<file path="src/rtl/demux_serial_driver_if.sv">
// Request/response bundle between a frame source and demux_serial_driver.
// The master side issues frame requests; the slave side drives the demux lines.
interface demux_serial_driver_if #(
    parameter int DATA_W = 8
);
    logic              req_valid;
    logic              req_ready;
    logic [1:0]        req_dest;
    logic [DATA_W-1:0] req_data;
    logic [1:0]        sel;
    logic              dout;
    logic              frame;
    logic              done;

    modport master (
        output req_valid, req_dest, req_data,
        input  req_ready, sel, dout, frame, done
    );

    modport slave (
        input  req_valid, req_dest, req_data,
        output req_ready, sel, dout, frame, done
    );
endinterface

</file>
<file path="src/rtl/demux_serial_driver.sv">
// Serialises one request into a frame (start bit, DATA_W payload bits MSB
// first, GAP idle cycles) on a single line that feeds a 1x4 demux.  The demux
// select is latched at accept time and held for the whole frame.
module demux_serial_driver #(
    parameter int DATA_W = 8,
    parameter int GAP    = 1
) (
    input logic              clk,
    input logic              rst_n,
    demux_serial_driver_if.slave bus
);
    // Wide enough for DATA_W-1 (max 31) and GAP-1 (max 14).
    localparam int CW = 6;

    typedef enum logic [1:0] {
        ST_IDLE,
        ST_START,
        ST_SHIFT,
        ST_GAP
    } state_t;

    state_t            state_q, state_d;
    logic [CW-1:0]     cnt_q, cnt_d;
    logic [DATA_W-1:0] data_q, data_d;
    logic [1:0]        sel_q, sel_d;
    logic              dout_q, dout_d;
    logic              frame_q, frame_d;
    logic              done_q, done_d;

    // Ready is gated by reset so nothing is accepted on a reset edge.
    assign bus.req_ready = (state_q == ST_IDLE) && rst_n;
    assign bus.sel       = sel_q;
    assign bus.dout      = dout_q;
    assign bus.frame     = frame_q;
    assign bus.done      = done_q;

    // Next state plus next line values; outputs are registered, so each branch
    // computes what the line shows in the state being entered.  The payload
    // register shifts left so its MSB is always the next bit to send.
    always_comb begin
        state_d = state_q;
        cnt_d   = cnt_q;
        data_d  = data_q;
        sel_d   = sel_q;
        dout_d  = 1'b0;
        frame_d = 1'b0;
        done_d  = 1'b0;
        case (state_q)
            ST_IDLE: begin
                if (bus.req_valid) begin
                    state_d = ST_START;
                    data_d  = bus.req_data;
                    sel_d   = bus.req_dest;
                    dout_d  = 1'b1;
                    frame_d = 1'b1;
                end
            end
            ST_START: begin
                state_d = ST_SHIFT;
                cnt_d   = CW'(DATA_W - 1);
                dout_d  = data_q[DATA_W-1];
                data_d  = data_q << 1;
                frame_d = 1'b1;
            end
            ST_SHIFT: begin
                if (cnt_q != '0) begin
                    cnt_d   = cnt_q - CW'(1);
                    dout_d  = data_q[DATA_W-1];
                    data_d  = data_q << 1;
                    frame_d = 1'b1;
                end else if (GAP > 0) begin
                    state_d = ST_GAP;
                    cnt_d   = CW'(GAP - 1);
                end else begin
                    state_d = ST_IDLE;
                    done_d  = 1'b1;
                end
            end
            ST_GAP: begin
                if (cnt_q != '0) begin
                    cnt_d = cnt_q - CW'(1);
                end else begin
                    state_d = ST_IDLE;
                    done_d  = 1'b1;
                end
            end
            default: state_d = ST_IDLE;
        endcase
    end

    // State and output registers with synchronous active-low reset; a reset
    // mid-frame drops straight to IDLE without a done pulse.
    always_ff @(posedge clk) begin
        if (!rst_n) begin
            state_q <= ST_IDLE;
            cnt_q   <= '0;
            data_q  <= '0;
            sel_q   <= 2'b00;
            dout_q  <= 1'b0;
            frame_q <= 1'b0;
            done_q  <= 1'b0;
        end else begin
            state_q <= state_d;
            cnt_q   <= cnt_d;
            data_q  <= data_d;
            sel_q   <= sel_d;
            dout_q  <= dout_d;
            frame_q <= frame_d;
            done_q  <= done_d;
        end
    end
endmodule

</file>
<file path="src/flat_wrapper.sv">
// flat-port wrapper written by rule: the top's interface ports become plain ports
module demux_serial_driver_flat 
#(
    parameter int DATA_W = 8,
    parameter int GAP    = 1
)
  (clk, rst_n, bus_req_valid, bus_req_dest, bus_req_data, bus_req_ready, bus_sel, bus_dout, bus_frame, bus_done);
  demux_serial_driver_if #(.DATA_W(DATA_W)) bus_i ();
  input logic clk;
  input logic rst_n;
  input wire logic [$bits(bus_i.req_valid)-1:0] bus_req_valid;
  input wire logic [$bits(bus_i.req_dest)-1:0] bus_req_dest;
  input wire logic [$bits(bus_i.req_data)-1:0] bus_req_data;
  output wire logic [$bits(bus_i.req_ready)-1:0] bus_req_ready;
  output wire logic [$bits(bus_i.sel)-1:0] bus_sel;
  output wire logic [$bits(bus_i.dout)-1:0] bus_dout;
  output wire logic [$bits(bus_i.frame)-1:0] bus_frame;
  output wire logic [$bits(bus_i.done)-1:0] bus_done;
  assign bus_i.req_valid = bus_req_valid;
  assign bus_i.req_dest = bus_req_dest;
  assign bus_i.req_data = bus_req_data;
  assign bus_req_ready = bus_i.req_ready;
  assign bus_sel = bus_i.sel;
  assign bus_dout = bus_i.dout;
  assign bus_frame = bus_i.frame;
  assign bus_done = bus_i.done;
  demux_serial_driver #(.DATA_W(DATA_W), .GAP(GAP)) u_core (.clk(clk), .rst_n(rst_n), .bus(bus_i));
endmodule
</file>
<file path="config.mk">
export PLATFORM = sky130hd
export DESIGN_NAME = demux_serial_driver_flat
export DESIGN_NICKNAME = d
export VERILOG_FILES = /design/src/rtl/demux_serial_driver_if.sv /design/src/rtl/demux_serial_driver.sv /design/src/flat_wrapper.sv
export SDC_FILE = /design/constraint.sdc
export NUM_CORES = 1
export LEC_CHECK = 0
export ABC_AREA = 1
export CORE_ASPECT_RATIO = 0.7
export CORE_UTILIZATION = 40
export DETAILED_ROUTE_END_ITERATION = 10
export PLACE_DENSITY = 0.76
export SLEW_MARGIN = 5
export SYNTH_ARGS = -nofsm -noshare
export SYNTH_HDL_FRONTEND = slang
export SYNTH_SLANG_ARGS = --single-unit
export TNS_END_PERCENT = 1
</file>
<file path="constraint.sdc">
create_clock -name clk -period 1.5 [get_ports clk]
set_input_delay 0.375 -clock clk [delete_from_list [all_inputs] [get_ports clk]]
set_output_delay 0.375 -clock clk [all_outputs]
set_load 0.01 [all_outputs]
</file>
; Word level (Yosys, flattened, before mapping)
; Cells that the tools add are included.
[classes]
n_addsub = 1
n_eq_ne = 8
n_mux = 16
reduce_logical = 10
[ops]
columns = op, n
row1 = 8-bit one-hot mux with 3 select lines, 1
row2 = 6-bit one-hot mux with 3 select lines, 1
row3 = 8-bit 2-to-1 mux, 2
row4 = 6-bit 2-to-1 mux, 2
row5 = 2-bit one-hot mux with 4 select lines, 1
row6 = 2-bit 2-to-1 mux, 3
row7 = "2-bit != test, second input constant", 3
row8 = 1-bit one-hot mux with 3 select lines, 2
row9 = 2-bit AND reduction, 3
row10 = 3-bit AND reduction, 2
row11 = 3-bit nonzero test, 2
row12 = 6-bit nonzero test, 1
row13 = "6-bit by 1-bit subtractor with 6-bit output, second input constant", 1
row14 = "2-bit == test, second input constant", 2
row15 = 1-bit 2-to-1 mux, 4
row16 = "2-bit by 1-bit != test with 1-bit output, second input constant", 2
row17 = "2-bit by 1-bit == test with 1-bit output, second input constant", 1
row18 = 2-bit zero test, 1
row19 = 1-bit logical AND, 1
[word_totals]
regBits = 21
input_bits = 13
output_inout_bits = 6
word_cells = 42

; Longest topological paths before layout
; Gate-level depths: netlist (run 1).
[depth]
depth_word = 3
ltp_mapped = 9
mapped_depth_nobuf = 9

; Least setup slack after synthesis (run 1)
; No wires, ideal clock.
[synth_timing]
path_kind = reg-to-reg
start = register u_core.state_q[0]
end = register u_core.state_q[1]
setup_ns = 0.116
arrival_time_ns = 1.361
required_ns = 1.384
slack_ns = 0.024
stages_incl_launch_ff = 8
n_path_buf = 0
synth_period_minus_slack_ns = 1.476
path_cell_list = dfxtp_1 inv_1 ha_1 or2_2 a21oi_1 inv_1 nor2_1 nor2_1
[synth_via]
elab_chain_cells = 3
word_cells_on_any_way = 9
cone_classes = eq/ne: 6 / mux: 1 / reduce/logical: 2
[synth_lines]
columns = item, line_no
row1 = start: declaration, demux_serial_driver.sv:22  ; state_t state_q, state_d;
row2 = start signal: assignment, demux_serial_driver.sv:103  ; state_q <= state_d;
row3 = 2-bit == test or 2-bit zero test (tied branches), demux_serial_driver.sv:48  ; case (state_q)
row4 = 2-bit != test (no source line), --
row5 = 3-bit AND reduction (no source line), --
; Several ways; a longest one is shown, not always the timed one.
; A chain may end at the register's enable or synchronous reset.

; Final worst setup path (run 1)
[layout_timing]
start = register u_core.dout_q (netlist: u_core.bus.dout)
end = output port bus_dout
[layout_lines]
columns = item, line_no
row1 = start: declaration, demux_serial_driver.sv:26  ; logic dout_q, dout_d;
row2 = start signal: assignment, demux_serial_driver.sv:107  ; dout_q <= dout_d;
row3 = end: declaration, flat_wrapper.sv:16  ; output wire logic [$bits(bus_i.dout)-1:0] bus_dout;
; No word-level cell between the ends.

==> results of run 1 <==
==> stage by stage <==
step / setup TNS (ns) / hold slack, ns / instance area (sq um)
2_1_floorplan: 0 / 0.4394 / 1111
3_3_place_gp: -0.5797 / 0.4517 / 1414
3_5_place_dp: -1.206 / 0.4625 / 1414
4_1_cts: 0 / 0.4741 / 1480
5_1_grt: 0 / 0.4941 / 1540
6_report: 0 / 0.4799 / 1540
==> cell families (layout without fill, tap and decap cells) <==
| group | count (synthesis) | in the layout | share of synthesized area [%] |
|---|---|---|---|
| AND/OR/NAND/NOR | 91 | 92 | 36.04 |
| XOR/XNOR | 1 | 1 | 0.7884 |
| flip-flops | 21 | 21 | 37.84 |
| buffers and inverters | 21 | 54 | 9.120 |
| adder cells (fa/ha/maj) | 6 | 6 | 6.757 |
| AO/OA/AOI/OAI | 21 | 21 | 9.459 |
==> worst min-delay path by stage <==
| stage | startpoint | endpoint | cells past startpoint |
|---|---|---|---|
| floorplan | u_core.data_q[6]$_SDFFE_PN0P_ | u_core.data_q[6]$_SDFFE_PN0P_ | 2 |
| global placement | u_core.data_q[6]$_SDFFE_PN0P_ | u_core.data_q[6]$_SDFFE_PN0P_ | 2 |
| detailed placement | u_core.data_q[6]$_SDFFE_PN0P_ | u_core.data_q[6]$_SDFFE_PN0P_ | 2 |
| CTS | u_core.data_q[6]$_SDFFE_PN0P_ | u_core.data_q[6]$_SDFFE_PN0P_ | 2 |
| global route | u_core.data_q[6]$_SDFFE_PN0P_ | u_core.data_q[6]$_SDFFE_PN0P_ | 2 |
| finish | u_core.data_q[6]$_SDFFE_PN0P_ | u_core.data_q[6]$_SDFFE_PN0P_ | 2 |
==> per-layer routing <==
metal	vias up	global-route usage, %	routed length, microns
met2	24	32.29	1249
met1	506	23.24	1303
li1	585	-	-
met5	-	0	0
met4	0	4.000	26
met3	4	6.683	126
==> repair_timing <==
action / CTS / global route
pin swaps: 2 / 4
endpoints found under the hold margin: 0 / 0
setup endpoints to repair: 10 / 18
resized for setup: 15 / 18
cloned: 0 / 2
==> registers in the layout (all words and copies together), names as in the netlist <==
name,cells
u_core.bus.done,1
u_core.data_q,8
u_core.state_q,2
u_core.bus.frame,1
u_core.bus.sel,2
u_core.bus.dout,1
u_core.cnt_q,6
==> power by group <==
part	switching, W	leakage [nW]	internal [W]
combinational	0.00119	0.547	0.000856
sequential	0.000141	0.174	0.000785
clock	0.000186	0.0255	0.000185
==> cell usage in the layout (no fill, tap or decap), drive strengths merged <==
| master | synthesis | final |
|---|---|---|
| nand2 | 45 | 46 |
| nor2 | 28 | 28 |
| dfxtp | 21 | 21 |
| inv | 16 | 16 |
| buf | 3 | 15 |
| a21oi | 14 | 14 |
| clkdlybuf4s50 | 0 | 12 |
| nand4 | 10 | 10 |
| o21ai | 7 | 7 |
| ha | 6 | 6 |
| nand3 | 5 | 5 |
| clkbuf | 1 | 3 |
| dlygate4sd2 | 0 | 3 |
| dlymetal6s2s | 0 | 2 |
| clkinvlp | 0 | 2 |
| or2 | 1 | 1 |
| nand3b | 1 | 1 |
| nor3 | 1 | 1 |
| xor2 | 1 | 1 |
| clkinv | 1 | 1 |
==> layout make-up <==
cell class / count / area share, %
multi-input combinational: 120 / 42.97
clock buffer: 3 / 2.681
timing repair inverter: 1 / 0.3249
tap: 34 / 2.762
sequential: 21 / 27.46
inverter: 17 / 4.387
timing repair buffer: 32 / 19.09
clock inverter: 1 / 0.3249
==> results.tsv, run 1 <==
stage	metric	value	unit
setup_path	path_delay_family	buffers and inverters	
floorplan	boundaryPins	19	
setup_path	critPathCapture	bus_dout	
finish	n_fill_cell	238	
sta	fmax	0.6825	GHz
setup_path	slowest_stage	clkdlybuf4s50_1	
route	vias	1119	
synthesis	postSynthCellCount	161	
finish	drive_gt1_share	23.59	%
status	status	finished, final reports clean	
placement	dpl.hpwl	1.990	mm
grt	antenna_found_initial	0	
clock_tree	clk_pin_slew	0.07	ns
placement	dp_cells	223	
grt	grt_pass1_vias	947	
clock_tree	cts_hold_buffers	0	
floorplan	die_h	46.10	microns
grt	grt_pass1_wl	4.133	mm
synthesis	avgSynthCellArea	6.901	sq um
sta	finalCritPeriodShare	97.68	%
sta	slew_viol_final	0	
route	wl	2.706	mm
synthesis	synth_edf_count	0	
route	antenna_left	0	
sta	max_slew_margin	71.91	%
clock_tree	clk_path_buf_depth	2	
route	wire_per_inst	11.82	microns
setup_path	reg2reg_depth	8	
route	drt_iter0_drc	55	
sta	skew	0.0006178	ns
floorplan	die-area	0.002996	sq mm
sta	setup_ws	0.03475	ns
clock_tree	clk_latency	0.26	ns
finish	num_antenna_cells	0	
synthesis	yosys_warnings	0	
finish	final-seq-area	422.9	sq um
clock_tree	cts_tree	done	
synthesis	synth_top_area_share	37.84	%
finish	syn_to_final_growth	38.63	%
synthesis	ys_ff_latch	21	
synthesis	yosys-top-cells-area	dfxtp_1 38%, nand2_1 15%, nor2_1 8.8%	
grt	grt_max_degree	16	
min_path	hold_path_class	flop to flop	
synthesis	synth_ff_type	dfxtp_1	
route	dr.pass1.iters	4	
setup_path	critPathRequiredTime	1.12	ns
synthesis	ys_types	23	
setup_path	rr_startpoint	u_core.state_q[0]$_SDFFE_PN0P_	
setup_path	cp_slowest_stage_delay	0.52	ns
power	p_leak	0.7466	nW
power	cellPowerDensity	2167	mW/mm^2
grt	grt-ovfl-total	0	
setup_path	cp-start-kind	flop	
sta	hold_viol	0	
setup_path	crit_start	u_core.bus.dout$_SDFF_PN0_	
sta	period_needed	1.465	ns
synthesis	yosysSeqAreaShare	37.84	%
floorplan	initial_core_util	43.53	%
floorplan	fp-row-count	15	
finish	fin_util	60.34	%
sta	setup_viol	0	
placement	io_buffer_count	18	
floorplan	fp.coreArea	0.002552	sq mm
job	cap_violations	0	
finish	multi_input_area	661.9	sq um
clock_tree	cts_buffers	3	
setup_path	critPathArrivalTime	1.09	ns
setup_path	end_kind	output pin	
floorplan	die-width	64.99	microns
clock_tree	cts_setup_buffers	0	
synthesis	async_reset_ff_share	0	%
synthesis	synthesis.area	0.001111	sq mm
power	power	0.003338	W
route	routed_via_density	4.886	
sta	worstMarginPinSlew	0.4181	ns
route	drc_errors	0	
setup_path	path_depth	1	
power	max-vdd-ir-drop	0.001100	V
finish	nNetsFinal	215	
sta	rsz0062_at_grt	no	
placement	gp_congestion	0.8636	
setup_path	critPathMaxFanout	1	
clock_tree	h-tree-depth	1	
setup_path	r2r-end	u_core.state_q[1]$_SDFFE_PN0P_	
placement	pre_cts_ws	-0.3729	ns
grt	grtUsageTotal	18.89	%
setup_path	worstPathCellList	clkdlybuf4s50_1	
finish	final_cells	229	
synthesis	synth_common_cells	44 x nand2_1, 26 x nor2_1, 21 x dfxtp_1	
synthesis	synth_most_common_cell	nand2_1	
synthesis	synth_fp_nets	180	
clock_tree	clkSinkCount	21	
setup_path	reg2reg_slack	0.08	ns
setup_path	crit_buf_inv	1	
setup_path	crit_type	flop to output pin	
synthesis	yosys.area.top_type	dfxtp_1	
clock_tree	cts-root-buf	clkbuf_8	
No activity file was read; power rests on OpenSTA's default activity.
==> run 2, diff against run 1 <==
- SKIP_LAST_GASP: unset -> 1
- TNS_END_PERCENT: 1 -> unset
==> results.tsv, run 2 (same netlist as run 1, synthesis figures left out) <==
stage	metric	value	unit
finish	reg.largest.list	u_core.data_q (8), u_core.cnt_q (6)	
clock_tree	clk_latency	0.26	ns
route	wire_per_inst	12.12	microns
route	drc_errors	0	
placement	dpl.hpwl	1.990	mm
clock_tree	clkSinkCount	21	
finish	largest_reg_flops	8	
floorplan	fp.coreArea	0.002552	sq mm
power	cellPowerDensity	2178	mW/mm^2
grt	grt-ovfl-total	0	
clock_tree	h-tree-depth	1	
sta	fin_hold_ws	0.4717	ns
floorplan	boundaryPins	19	
setup_path	cp-start-kind	flop	
setup_path	critPathMaxFanout	1	
finish	syn_to_final_growth	41.33	%
power	p_leak	0.7609	nW
floorplan	die_h	46.10	microns
grt	grt_use_met3	6.683	%
setup_path	end_kind	output pin	
setup_path	crit_buf_inv	1	
clock_tree	cts-root-buf	clkbuf_8	
sta	worstMarginPinSlew	0.4099	ns
grt	grt_pass1_wl	4.133	mm
floorplan	initial_core_util	43.53	%
grt	grt_max_degree	16	
sta	finalCritPeriodShare	97.58	%
sta	hold_viol	0	
route	drt_iter0_drc	57	
grt	grt_pass1_vias	947	
setup_path	slowest_stage	clkdlybuf4s50_1	
setup_path	critPathRequiredTime	1.12	ns
setup_path	critPathArrivalTime	1.09	ns
setup_path	cp_slowest_stage_delay	0.52	ns
placement	gp_congestion	0.8636	
power	max-vdd-ir-drop	0.001096	V
grt	use_met1	23.24	%
route	antenna_left	0	
grt	grtUsageTotal	18.89	%
sta	max_slew_margin	72.47	%
clock_tree	cts_buffers	3	
setup_path	worstPathCellList	clkdlybuf4s50_1	
clock_tree	clk_path_buf_depth	2	
finish	fin_util	61.52	%
grt	antenna_found_initial	0	
finish	drive_gt1_share	23.98	%
finish	num_antenna_cells	0	
route	wl	2.787	mm
status	status	finished, final reports clean	
job	cap_violations	0	
route	routed_via_density	5.074	
sta	fmax	0.6832	GHz
placement	io_buffer_count	18	
sta	setup_viol	0	
finish	final_cell_mix	39 x nand2_1, 25 x nor2_1, 19 x dfxtp_1	
clock_tree	clk_pin_slew	0.07	ns
finish	nNetsFinal	216	
sta	skew	0.002155	ns
route	dr.pass1.iters	4	
floorplan	fp-row-count	15	
sta	period_needed	1.464	ns
finish	largest_register	u_core.data_q	
clock_tree	cts_tree	done	
setup_path	path_delay_family	buffers and inverters	
grt	grt_busiest_layer	met2	
route	vias	1167	
grt	grt_use_met2	32.29	%
clock_tree	cts_hold_buffers	0	
sta	slew_viol_final	0	
floorplan	die-width	64.99	microns
floorplan	die-area	0.002996	sq mm
min_path	hold_path_class	flop to flop	
setup_path	crit_type	flop to output pin	
finish	final_common_cell	nand2_1	
-- run 2: cell type report --
type / count / area, sq um
clock buffer: 3 / 41.29
timing repair buffer: 33 / 319.1
sequential: 21 / 422.9
tap: 34 / 42.54
timing repair inverter: 1 / 5.005
inverter: 17 / 67.56
fill: 235 / 982.2
multi-input combinational: 120 / 666.9
clock inverter: 1 / 5.005
-- run 2: per-layer routing --
layer / wire, microns / share of wire [%]
met2: 1299 / 47
met1: 1332 / 48
met5: 0 / 0
met4: 10 / 0.36
met3: 144 / 5.2
-- run 2: repair_timing --
item	4_1_cts	5_1_grt
buffers inserted	0	0
resized for setup	15	19
pin swaps	2	5
setup endpoints to repair	10	18
gates cloned	0	3
-- run 2: stage by stage --
step                      area, sq um  setup TNS, ns  setup slack [ns]  std cells  power, W
final                            1570              0           0.03627        230  0.003419
after floorplan                  1111              0           0.02368        161  0.002132
after detailed placement         1414         -1.206           -0.3729        223  0.002701
after global placement           1414        -0.5797           -0.3815        223  0.002608
after CTS                        1480              0           0.01047        227  0.003149
after global routing             1570      -0.007044         -0.007044        230  0.003716
-- run 2: worst paths after layout --
path | slack, ns | start | cells past startpoint | to
hold / removal | 0.47 | u_core.data_q[6]$_SDFFE_PN0P_ | 2 | u_core.data_q[6]$_SDFFE_PN0P_
setup reg to reg | 0.08 | u_core.state_q[0]$_SDFFE_PN0P_ | 8 | u_core.state_q[1]$_SDFFE_PN0P_
hold reg to reg | 0.47 | u_core.data_q[6]$_SDFFE_PN0P_ | 2 | u_core.data_q[6]$_SDFFE_PN0P_
setup / recovery | 0.04 | u_core.bus.dout$_SDFF_PN0_ | 1 | bus_dout
-- run 2: where the power goes --
| group | switching (W) | internal, W | leakage [nW] | total (W) |
|---|---|---|---|---|
| Combinational | 0.00122 | 0.000909 | 0.561 | 0.00213 |
| Clock | 0.000181 | 0.000185 | 0.0255 | 0.000366 |
| Sequential | 0.000142 | 0.000785 | 0.174 | 0.000927 |
